$ cat src/rtl/comp_code_stack.sv
// comp_code_stack: a live comparison-code register backed by a small LIFO
// save stack. A push saves the live code and a pop restores it. cc_in can
// also load the live code in the same cycle as a push or a pop.
// Illegal operations are ignored: a push when the stack is full, a pop when
// it is empty, and a push and a pop together.
// Optional feature macro: COMP_CODE_STACK_ERR_EN. It enables the sticky
// ovf/unf error flags. When it is not defined, both flags stay 0.
module comp_code_stack #(
  parameter int WIDTH = 2,
  parameter int DEPTH = 4
) (
  input  logic                         CLK,
  input  logic                         reset,
  input  logic [WIDTH-1:0]             cc_in,
  input  logic                         cc_we,
  input  logic                         push,
  input  logic                         pop,
  input  logic                         err_clr,
  output logic [WIDTH-1:0]             cc_out,
  output logic [WIDTH-1:0]             cc_top,
  output logic [$clog2(DEPTH+1)-1:0]   level,
  output logic                         full,
  output logic                         empty,
  output logic                         ovf,
  output logic                         unf
);

  localparam int LW = $clog2(DEPTH + 1);
  localparam int IW = (DEPTH > 1) ? $clog2(DEPTH) : 1;

  logic [WIDTH-1:0] stack [DEPTH];
  logic [IW-1:0]    wr_idx;
  logic [IW-1:0]    top_idx;
  logic             push_ok;
  logic             pop_ok;
  logic [WIDTH-1:0] cc_nxt;
  logic [LW-1:0]    level_nxt;

  assign full    = (level == LW'(DEPTH));
  assign empty   = (level == '0);
  assign wr_idx  = IW'(level);
  assign top_idx = IW'(level - LW'(1));
  assign cc_top  = empty ? '0 : stack[top_idx];

  // Decide which stack operation is legal, and compute the next live code and level
  always_comb begin
    push_ok   = push & ~pop & ~full;
    pop_ok    = pop & ~push & ~empty;
    cc_nxt    = cc_out;
    level_nxt = level;
    if (push_ok) begin
      level_nxt = level + LW'(1);
    end else if (pop_ok) begin
      level_nxt = level - LW'(1);
      cc_nxt    = stack[top_idx];
    end
    if (cc_we) begin
      cc_nxt = cc_in;
    end
  end

  // Live code register, level counter and stack storage
  always_ff @(posedge CLK or negedge reset) begin
    if (!reset) begin
      cc_out <= '0;
      level  <= '0;
      for (int i = 0; i < DEPTH; i++) begin
        stack[i] <= '0;
      end
    end else begin
      cc_out <= cc_nxt;
      level  <= level_nxt;
      if (push_ok) begin
        stack[wr_idx] <= cc_out;
      end
    end
  end

`ifdef COMP_CODE_STACK_ERR_EN
  logic ovf_set;
  logic unf_set;

  assign ovf_set = push & (pop | full);
  assign unf_set = pop & (push | empty);

  // Sticky error flags; a new error in the same cycle beats err_clr
  always_ff @(posedge CLK or negedge reset) begin
    if (!reset) begin
      ovf <= 1'b0;
      unf <= 1'b0;
    end else begin
      if (ovf_set)      ovf <= 1'b1;
      else if (err_clr) ovf <= 1'b0;
      if (unf_set)      unf <= 1'b1;
      else if (err_clr) unf <= 1'b0;
    end
  end
`else
  logic unused_err_clr;

  assign unused_err_clr = err_clr;
  assign ovf = 1'b0;
  assign unf = 1'b0;
`endif

endmodule

$ cat config.mk
export PLATFORM = sky130hd
export DESIGN_NAME = comp_code_stack
export DESIGN_NICKNAME = d
export VERILOG_FILES = /design/src/rtl/comp_code_stack.sv
export SDC_FILE = /design/constraint.sdc
export NUM_CORES = 1
export LEC_CHECK = 0
export ABC_AREA = 1
export ABC_CLOCK_PERIOD_IN_PS = 2950
export CAP_MARGIN = 10
export CORE_AREA = 2 2 56 58
export DETAILED_ROUTE_END_ITERATION = 10
export DIE_AREA = 0 0 58 60
export PLACE_DENSITY = 0.52
export SETUP_SLACK_MARGIN = 0.3
export SYNTH_ARGS = -nofsm -noshare
export SYNTH_HDL_FRONTEND = slang
export SYNTH_SLANG_ARGS = --single-unit
export TNS_END_PERCENT = 100
$ cat constraint.sdc
create_clock -name CLK -period 2.95 [get_ports CLK]
set_input_delay 0.7375 -clock CLK [delete_from_list [all_inputs] [get_ports CLK]]
set_output_delay 0.7375 -clock CLK [all_outputs]
set_load 0.01 [all_outputs]
* Word level (Yosys, flattened, before mapping)
Cells that the tools add are included.
** Storage, ports and cells
- Word-level logic and storage cells :: 40
- Output and inout port bits :: 11
- Register bits :: 13
- Input bits :: 8
** Operators by class
- Equality and inequality tests :: 2
- Add/sub/neg operators :: 2
- Reductions and logical operators :: 5
- Order comparisons :: 3
- Muxes and demuxes :: 12
- Bitwise gates (word level) :: 10
** Operators with widths (number)
- $mux W2 :: 7
- $bwmux W8 :: 1
- $ge A3 B3 Y1 const B :: 2
- $mux W3 :: 2
- $not A2 Y3 :: 2
- $and A1 B1 Y1 :: 4
- $bmux W2 S2 :: 1
- $demux W2 S2 :: 1
- $not A1 Y1 :: 4
- $reduce_bool A2 Y1 :: 2
- $add A3 B1 Y3 const B :: 1
- $eq A3 B3 Y1 const B :: 1
- $logic_not A3 Y1 :: 1
- $lt A3 B1 Y1 const B :: 1
- $sub A3 B1 Y3 const B :: 1
- $ne A2 B2 Y1 const B :: 1
- $reduce_and A2 Y1 :: 1
- $logic_and A1 B1 Y1 :: 1

* Logic depth before layout (Yosys ltp)
- Depth in word-level cells :: 8
- Gate-level depth with buffers :: 9
- Mapped depth without buffers :: 9

* Worst setup path after synthesis
No wires, ideal clock.
- Kind :: register -> output
- Start point :: reg level[0]
- End point :: out cc_top[0]
- Setup slack :: 0.886 ns
- Data arrival time :: 1.326 ns
- Path buffers :: 0
- Data required time :: 2.213 ns
- Stages on the path, launching flop included :: 6
- Cells stage by stage :: dfrtp_1 inv_2 ha_1 inv_1 nand2_1 a21oi_1
** On the way
- Word-level cells in the longest chain between the ends :: 6
- Elaborated cells between the ends (all ways) :: 7
- Those cells by class :: add/sub (1); mux (4); bitwise (1); reduce/logical (1)
** Ends and longest elaborated chain
- start, declared :: line 21 : output logic [$clog2(DEPTH+1)-1:0] level,
- start signal, assigned :: line 72 : level <= level_nxt;
- $sub A3 B1 Y3
- $not A2 Y3 (not written as such) :: line 43 : assign cc_top = empty ? '0 : stack[top_idx];
- $bmux W2 S2 :: line 43
- $mux W2 (not written as such) (2 in a row) :: line 43
- $mux W2 (*) :: line 43
- end, declared :: line 20 : output logic [WIDTH-1:0] cc_top,
Mark *: on every way between the ends. The rest lies on a longest branch, timed or not. The select of a mux whose other input is x is not followed.

* Final worst setup path
- Start point :: reg level[0]
- End point :: out full
** On the way
- Word-level cells in the longest chain between the ends :: 1
** Ends and longest elaborated chain
- $eq A3 B3 Y1 :: line 39 : assign full = (level == LW'(DEPTH));
- end, declared :: line 22 : output logic full,
No other way between the ends.

==> flow_summary.json <==
{
  "status": "finished clean",
  "maxSlewHeadroom_pct": 57.7,
  "tightest_slew_ns": 0.632,
  "synth.most_common_cell": "nand2_1",
  "post-place-ws_ns": 0.542,
  "finalSetupViolCount": 0,
  "vias": 711,
  "clock_skew_ns": 0.00100,
  "worst_slack_ns": 0.422,
  "grt_pass1_vias": 744,
  "finalCritPeriodShare_pct": 85.7,
  "hp-start": "stack[1]",
  "maxCapViolCount": 0,
  "r2r_cells": 8,
  "ant_nets": 0,
  "reg2reg_slack_ns": 1.62,
  "crit_type": "reg -> out",
  "vdd_drop_max_mv": 0.526,
  "cp.arrival_ns": 1.79,
  "ys_warn_count": 0,
  "max_freq_mhz": 396,
  "hold_viol_final": 0,
  "slowest_stage": "clkdlybuf4s50_1",
  "ys_ff_latch": 13,
  "start_util_pct": 28.5,
  "grt_pass1_wl_um": 3180,
  "yosys.area.top_type": "dfrtp_1",
  "drtIter0Drc": 8,
  "synth_top_area_share_pct": 39.3,
  "grt_max_degree": 14,
  "hold_path_depth": 2,
  "ys_top_cells_by_count": "nand2_1, inv_1, dfrtp_1",
  "hpwl_um": 1410,
  "clock_latency_ns": 0.28,
  "htree_num_levels": 1,
  "final.min_clock_period_ns": 2.53,
  "num_antenna_cells": 0,
  "crit_path_start_kind": "flip-flop",
  "layout-drive-gt1-share_pct": 13.4,
  "final_nets": 148,
  "core_area_sq_um": 2900,
  "syn_avg_cell_area_sq_um": 7.27,
  "clk_path_buf_depth": 2,
  "grt_overflow": 0,
  "grtUsageTotal_pct": 12.2,
  "dieArea_sq_um": 3480,
  "io_buffer_count": 15,
  "die_h_um": 60,
  "min_path_type": "reg -> reg",
  "ys.flop_type": "dfrtp_1",
  "placed_cells": 162,
  "async_flop_share_pct": 100,
  "syn_inst": 114,
  "crit_path_end_kind": "primary output",
  "syn_to_final_growth_pct": 26.7,
  "ioPinCount": 19,
  "ys_types": 15,
  "synth_area_leaders": "dfrtp_1, nand2_1, ha_1, inv_1, o21ai_1",
  "fin_tns_setup_ns": 0,
  "leakage_nw": 0.573,
  "rsz0062_at_grt": "no",
  "timing.rr.end": "stack[7]",
  "gp_congestion": 0.798,
  "hold_end": "stack[1]",
  "ctsRootBufferMaster": "clkbuf_4",
  "crit_path_cell_trace": "inv_2 > ha_2 > nand2_1 > inv_2 > clkdlybuf4s50_1",
  "syn_area_sq_um": 828,
  "critPathRequiredTime_ns": 2.21,
  "timing.rr.start": "level[0]",
  "die_w_um": 58,
  "drt_first_pass_iters": 4,
  "grt_antenna_before_repair": 0,
  "cts_tree": "done",
  "path_common_cell": "inv_2",
  "p_per_area_nw_per_um2": 983,
  "viasPerCell": 4.26,
  "ys_seq_area_share_pct": 39.3,
  "cts_buffers": 3,
  "synth_edf_count": 0,
  "crit_fanout": 7,
  "routed_wl_um": 1790,
  "cp_slowest_stage_delay_ns": 0.54,
  "stdcell_count": 167,
  "rows": 20,
  "finalMaxSlewViolations": 0,
  "drc_errors": 0,
  "wl_per_cell_um": 10.7,
  "clock-sinks": 13,
  "cts.clk_slew.worst_paths_ns": 0.08
}
metrics by stage:
| stage | hold slack (ns) | area [sq um] | utilization (%) | power [mW] |
|---|---|---|---|---|
| global route | 0.519 | 1050 | 36.2 | 1.14 |
| global placement | 0.473 | 1020 | 35.0 | 0.932 |
| CTS | 0.501 | 1050 | 36.1 | 1.05 |
| finish | 0.493 | 1050 | 36.2 | 1.03 |
| detailed placement | 0.479 | 1020 | 35.0 | 0.936 |
| floorplan | 0.442 | 832 | - | 0.692 |
area by class of cell:
type | instances | area (sq um)
Sequential cell | 13 | 325
Tap cell | 33 | 41.3
Clock buffer | 4 | 26.3
Timing Repair Buffer | 17 | 163
Fill cell | 322 | 1850
Multi-Input combinational cell | 81 | 423
Inverter | 19 | 71.3
placed cells by master (no fill, tap or decap), types with 3 or more instances in the layout:
cell type,synthesis,routed
nand2_2,6,6
ha_1,5,4
o21ai_1,8,8
inv_2,3,3
dfrtp_1,13,13
clkdlybuf4s50_1,0,13
clkbuf_4,0,3
inv_1,16,16
nand2_1,45,45
nand3_1,7,7
metal layers:
| metal | vias to the layer above | part of all wire (%) | wire (um) | track usage [%] |
|---|---|---|---|---|
| met2 | 15 | 48 | 852 | 20.6 |
| met5 | - | 0 | 0 | 0 |
| met4 | 0 | 0.73 | 13 | 4.98 |
| met3 | 2 | 4.0 | 71 | 1.95 |
| met1 | 318 | 48 | 855 | 15.6 |
| li1 | 376 | - | - | - |
worst max-delay path: cells and delay by family, from the launching register on:
kind,cells,cell delay (ns)
flops,1,0.40
buf+inv,3,0.78
fa+ha+maj,1,0.23
simple gates,1,0.09
flip-flops by register name, indices dropped and copies added, names as in the netlist:
name and count:
level 3, cc_out 2, stack 8
where the power goes:
part / internal (mW) / switching [mW] / leakage (nW)
clock network: 0.0525 / 0.0619 / 0.0150
logic: 0.267 / 0.343 / 0.395
registers: 0.256 / 0.0512 / 0.163
how the worst max path moves through the flow:
stage             start   endpoint  slack, ns  cells after the start
2_1_floorplan  level[0]  cc_top[0]       0.89                      5
3_3_place_gp   level[1]  cc_top[0]       0.53                      6
3_5_place_dp   level[1]  cc_top[0]       0.54                      6
4_1_cts        level[0]       full       0.37                      5
5_1_grt        level[0]       full       0.31                      5
6_report       level[0]       full       0.42                      5
timing repair:
| item | CTS | global route |
|---|---|---|
| endpoints found under the setup margin | 2 | 2 |
| buffers inserted | 1 | 0 |
| gates resized for setup | 2 | 1 |
| hold buffers | 0 | 0 |
kinds of logic (layout without fill, tap and decap cells):
group,Yosys count,after routing,synth area share (%)
xor+xnor,1,1,1.06
buf+inv,21,40,10.4
other cells,1,2,0.453
fa+ha+maj,5,5,7.55
simple gates,63,63,35.2
compound gates,10,10,6.04
flops,13,13,39.3
(Power assumes the default switching activity.)
